### src/rtl/rv23_operand_fetch.sv
// rv23_operand_fetch: register-read/issue stage with busy-bit scoreboard, writeback bypass and one-entry output register
module rv23_operand_fetch #(
  parameter int ADDRESS_BITWIDTH = 5,
  parameter int DATA_WIDTH       = 32,
  parameter int CTRL_WIDTH       = 16
) (
  input  logic                        clk,
  input  logic                        reset,
  input  logic                        in_valid,
  output logic                        in_ready,
  input  logic [ADDRESS_BITWIDTH-1:0] in_rs1,
  input  logic [ADDRESS_BITWIDTH-1:0] in_rs2,
  input  logic                        in_use_rs1,
  input  logic                        in_use_rs2,
  input  logic [ADDRESS_BITWIDTH-1:0] in_rd,
  input  logic                        in_rd_we,
  input  logic [DATA_WIDTH-1:0]       in_imm,
  input  logic [DATA_WIDTH-1:0]       in_pc,
  input  logic [CTRL_WIDTH-1:0]       in_ctrl,
  output logic [ADDRESS_BITWIDTH-1:0] rf_rs1,
  output logic [ADDRESS_BITWIDTH-1:0] rf_rs2,
  input  logic [DATA_WIDTH-1:0]       rf_rd1,
  input  logic [DATA_WIDTH-1:0]       rf_rd2,
  input  logic                        wb_valid,
  input  logic [ADDRESS_BITWIDTH-1:0] wb_rd,
  input  logic [DATA_WIDTH-1:0]       wb_data,
  input  logic                        flush,
  output logic                        out_valid,
  input  logic                        out_ready,
  output logic [DATA_WIDTH-1:0]       out_op1,
  output logic [DATA_WIDTH-1:0]       out_op2,
  output logic [DATA_WIDTH-1:0]       out_imm,
  output logic [DATA_WIDTH-1:0]       out_pc,
  output logic [ADDRESS_BITWIDTH-1:0] out_rd,
  output logic                        out_rd_we,
  output logic [CTRL_WIDTH-1:0]       out_ctrl,
  output logic [31:0]                 stall_cnt
);
  localparam int NUM_REGS = 1 << ADDRESS_BITWIDTH;
  logic [NUM_REGS-1:0]         busy_q, busy_d, busy_eff, wb_clr, rd_set;
  logic                        out_valid_q, out_valid_d, out_rd_we_q, out_rd_we_d;
  logic [DATA_WIDTH-1:0]       out_op1_q, out_op1_d, out_op2_q, out_op2_d;
  logic [DATA_WIDTH-1:0]       out_imm_q, out_imm_d, out_pc_q, out_pc_d;
  logic [ADDRESS_BITWIDTH-1:0] out_rd_q, out_rd_d;
  logic [CTRL_WIDTH-1:0]       out_ctrl_q, out_ctrl_d;
  logic [31:0]                 stall_cnt_q, stall_cnt_d;
  logic                        hz, fire;
  logic [DATA_WIDTH-1:0]       op1, op2;
  always_comb begin
    wb_clr   = wb_valid ? (NUM_REGS'(1) << wb_rd) : '0;
    busy_eff = busy_q & ~wb_clr;
    hz = in_valid & ((in_use_rs1 & (in_rs1 != '0) & busy_eff[in_rs1]) |
                     (in_use_rs2 & (in_rs2 != '0) & busy_eff[in_rs2]) |
                     (in_rd_we   & (in_rd  != '0) & busy_eff[in_rd]));
    in_ready = ~hz & ~flush & (~out_valid_q | out_ready);
    fire     = in_valid & in_ready;
    // Writeback data lands in the regfile only at the edge, so forward it this cycle
    op1 = (~in_use_rs1 | in_rs1 == '0) ? '0 : (wb_valid & wb_rd == in_rs1) ? wb_data : rf_rd1;
    op2 = (~in_use_rs2 | in_rs2 == '0) ? '0 : (wb_valid & wb_rd == in_rs2) ? wb_data : rf_rd2;
    rd_set = (fire & in_rd_we & in_rd != '0) ? (NUM_REGS'(1) << in_rd) : '0;
    busy_d = flush ? '0 : (((busy_q & ~wb_clr) | rd_set) & ~NUM_REGS'(1));
    out_valid_d = flush ? 1'b0 : fire ? 1'b1 : out_ready ? 1'b0 : out_valid_q;
    out_op1_d   = fire ? op1      : out_op1_q;
    out_op2_d   = fire ? op2      : out_op2_q;
    out_imm_d   = fire ? in_imm   : out_imm_q;
    out_pc_d    = fire ? in_pc    : out_pc_q;
    out_rd_d    = fire ? in_rd    : out_rd_q;
    out_rd_we_d = fire ? in_rd_we : out_rd_we_q;
    out_ctrl_d  = fire ? in_ctrl  : out_ctrl_q;
    stall_cnt_d = (hz & ~&stall_cnt_q) ? stall_cnt_q + 32'd1 : stall_cnt_q;
  end
  always_ff @(posedge clk) begin
    if (!reset) begin
      busy_q      <= '0;
      out_valid_q <= 1'b0;
      out_op1_q   <= '0;
      out_op2_q   <= '0;
      out_imm_q   <= '0;
      out_pc_q    <= '0;
      out_rd_q    <= '0;
      out_rd_we_q <= 1'b0;
      out_ctrl_q  <= '0;
      stall_cnt_q <= '0;
    end else begin
      busy_q      <= busy_d;
      out_valid_q <= out_valid_d;
      out_op1_q   <= out_op1_d;
      out_op2_q   <= out_op2_d;
      out_imm_q   <= out_imm_d;
      out_pc_q    <= out_pc_d;
      out_rd_q    <= out_rd_d;
      out_rd_we_q <= out_rd_we_d;
      out_ctrl_q  <= out_ctrl_d;
      stall_cnt_q <= stall_cnt_d;
    end
  end
  assign rf_rs1    = in_rs1;
  assign rf_rs2    = in_rs2;
  assign out_valid = out_valid_q;
  assign out_op1   = out_op1_q;
  assign out_op2   = out_op2_q;
  assign out_imm   = out_imm_q;
  assign out_pc    = out_pc_q;
  assign out_rd    = out_rd_q;
  assign out_rd_we = out_rd_we_q;
  assign out_ctrl  = out_ctrl_q;
  assign stall_cnt = stall_cnt_q;
endmodule

### config.mk
export PLATFORM = sky130hd
export DESIGN_NAME = rv23_operand_fetch
export DESIGN_NICKNAME = d
export VERILOG_FILES = /design/src/rtl/rv23_operand_fetch.sv
export SDC_FILE = /design/constraint.sdc
export NUM_CORES = 1
export LEC_CHECK = 0
export ABC_AREA = 1
export CORE_MARGIN = 5
export CORE_UTILIZATION = 45
export CTS_CLUSTER_SIZE = 28
export DETAILED_ROUTE_END_ITERATION = 10
export PLACE_DENSITY = 0.81
export SLEW_MARGIN = 0
export SYNTH_ARGS = -nofsm -noshare
export SYNTH_HDL_FRONTEND = slang
export SYNTH_SLANG_ARGS = --single-unit
### constraint.sdc
create_clock -name clk -period 3.7 [get_ports clk]
set_input_delay 0.74 -clock clk [delete_from_list [all_inputs] [get_ports clk]]
set_output_delay 0.74 -clock clk [all_outputs]
set_load 0.05 [all_outputs]
==> results.md <==
- Cell depth of the worst setup path: 16
- Sequential share of the synthesized area: 39.0%
- Clock Latency Late Sink: 530 ps
- Sink Count: 214
- Nets: 2295
- Synthesized area per cell: 6.56 um2
- Dominant cell type by area after synthesis: dfxtp_1
- Most numerous cell in the Yosys netlist: nor2_1
- Layer with the highest usage: met2
- Tot GR Track Use: 32.6%
- Fmax: 281 MHz
- H-tree depth: 1
- Io pins: 399
- Clk_skew: 21.3 ps
- Max clock buf depth: 3
- WP data arrival: 2810 ps
- Hold slack: between 400 and 500 ps
- DRT iter0 DRCs: between 1k and 1.5k
- Overall power: between 6 and 7 mW
- Crit-path max cell delay: 310 ps
- Area after DPL: 0.0158 mm2
- Distinct cell type count after synthesis: 39
- Synth top area share: 39.0%
- Root Buffer: clkbuf_16
- Initial DRT Pass Iterations: 6
- Final Instance Count excl. Fillers: 2435
- Sequential cell area: 0.00428 mm2
- Reg2Reg Depth: 18
- Worst VDD drop: 0.000380 V
- Top_reg_cell synth: dfxtp_1
- P&R area growth vs syn: 51.8%
- CP required: between 2000 and 3000 ps
- Period minus WS final: about 3600 ps
- Bufs and invs on worst path: 3
- Remaining Overflow, GRT: 0
- Slowest CP cell: dlygate4sd2_1
- Multi-input gate area: roughly 0.0058 mm2
- Clk slew on worst S/H paths: 50 ps
- Final WL: 47300 um
- # rows: 57
- Critical path's top delay family: simple AND/OR/NAND/NOR gates
- Fin crit share: 96.1%
- Global-route track usage on met2: 55.3%
- Syn Nets: 1878
- Largest net degree at the start of global routing: between 100 and 150
- Worst-path cell chain: dlygate4sd2_1 > buf_4 > nor2_1 > nand2_1 > nand2_1 > nand2_1 > nand2_1 > nor2_1 > nor2_1 > nand2_1 > nand2_1 > nand2_1 > nand3_1 > nand3_2 > a21oi_2 > buf_12
- Vias in the first global route: 12.7k
- Hold path depth: 2
- DRC: 0
- Filler cells: between 2k and 2.5k
- Status: complete, no violations
- Slew HR: 47.7%
- Placer Congestion: approximately 1
- Crit path top cell by count: nand2_1
- Total die area: 0.0276 mm2
- Share of cells above drive strength 1: 8.93%
- Core Region: 0.0242 mm2
- DR WL/cell: 19.4 um
- Placed Cells: roughly 2.4k
- Met3 Use GR: 8.76%
- Slew @ Worst Pin: 784 ps
- Die X-Extent: 166 um
- CTS Buf Count: 25
- Unrepaired setup endpoints after global routing: false
- Synth area leaders: dfxtp_1 (39%), nor2_1 (11%), nand2_1 (10%), a21oi_1 (8.4%), nand3_1 (6.4%)
- GRT met1 Usage: between 40% and 50%
- Leakage power: roughly 6.7 nW
- Asr flop ratio synth: 0%
- Setup Viol. Count Final: 0
- Mapped cell area: between 0.01 and 0.015 mm2
- Cell Pwr Density: about 380 mW/mm2
- IO buf count: 398
- CP endpoint kind: output pin
- Vias: between 10k and 15k
- Synth warn: 0
- Fin util: 68.9%
- Fin area: 0.0167 mm2
- Starting Density: 45.4%
- Antenna-violating nets left: 0
- Reg2reg setup slack: 1080 ps
- Max capacitance violation total: 0
- Crit Path Max Fanout: 5
- Fin. max-slew vios: 0
- Hold buffers post-CTS: 0
- Die height: 166 um
- Global-route wire length before repair: 73600 um
- Crit path kind: in -> out
- Initial antenna violation count: 6
- CTS tree: yes
- Fin. Hold Viols: 0
- HP Class: reg -> reg
- Startpoint types: input pin
- Via/cell ratio: roughly 5.5
- Detail Placement HPWL: 35000 um
- Number of flops mapped to enable cells by yosys: 0
- Synthesized flop and latch total: 214
- Gate Count Post-Synth: 1672
- Commonest cells in the netlist: nor2_1 (331), nand2_1 (297), dfxtp_1 (214)
==> cell type report <==
cell class	instances	share of cell area, %
clock inverter	7	0.413
clock buffer	36	4.25
inverter	99	2.25
multi-input combinational	1234	34.9
timing repair buffer	515	30.0
sequential	214	25.7
antenna	6	0.0902
tap	324	2.43
==> placed cells by master, fill, tap and decap left out, drive strengths merged, types with 2 or more instances in the layout <==
master,instances
a21boi,5
a21oi,184
a221oi,2
buf,119
clkbuf,39
clkdlybuf4s50,388
clkinv,5
clkinvlp,2
dfxtp,214
diode,6
dlygate4sd2,3
dlymetal6s2s,2
inv,98
nand2,298
nand3,141
nand4,76
nor2,334
nor3,20
nor4,14
o21ai,118
o22ai,3
xnor2,5
xor2,26
==> stage by stage <==
stage               setup WS, ps  setup TNS, ps
floorplan                   3.69              0
global placement            -334         -50340
detailed placement          -312         -45300
CTS                         3.18              0
global route                2.52              0
finish                       145              0
==> power by group <==
part           leakage [nW]  switching, mW  internal [mW]  total, mW
registers              1.74         0.0507           2.41       2.46
clock network         0.376           1.01           1.39       2.40
logic                  4.62          0.934          0.572       1.51
total                  6.74           1.99           4.37       6.36
==> worst register-to-register path, delay by kind of cell, from the launching register on <==
family                 cells  cell delay [ps]
AOI/OAI and AO/OA          3              410
DFF                        1              310
buffers and inverters      5              920
and+or+nand+nor           10              880
==> state kept, by name (all words and copies together) (netlist names), 5 cells and up <==
name,cells
out_op1,32
stall_cnt,32
busy_q,31
out_rd,5
out_pc,32
out_imm,32
out_op2,32
out_ctrl,16
==> cells by family after synthesis <==
group / share of synthesized area [%]
XOR/XNOR: 2.47
AND/OR/NAND/NOR: 34.7
flip-flops: 39.0
adder cells (fa/ha/maj): 0.114
AO/OA/AOI/OAI: 14.8
buffers and inverters: 8.92
==> timing repair <==
item	CTS	global route
pin swaps	2	1
resized for setup	10	13
setup endpoints to repair	1	1
buffers inserted	2	3
==> path summary, 6_finish.rpt <==
check | start | end
max reg2reg | busy_q[29]$_SDFF_PP0_ | stall_cnt[0]$_SDFFE_PN0P_
max | wb_rd[3] | in_ready
min | out_rd[4]$_SDFFE_PN0P_ | out_rd[4]$_SDFFE_PN0P_
min reg2reg | out_rd[4]$_SDFFE_PN0P_ | out_rd[4]$_SDFFE_PN0P_
==> routing by layer <==
metal | share of wire (%) | wire length (um)
met4 | 3.8 | 1820
met2 | 48 | 22700
met1 | 39 | 18500
met5 | 0.027 | 13
met3 | 9.0 | 4250
No activity file was read; power rests on OpenSTA's default activity.
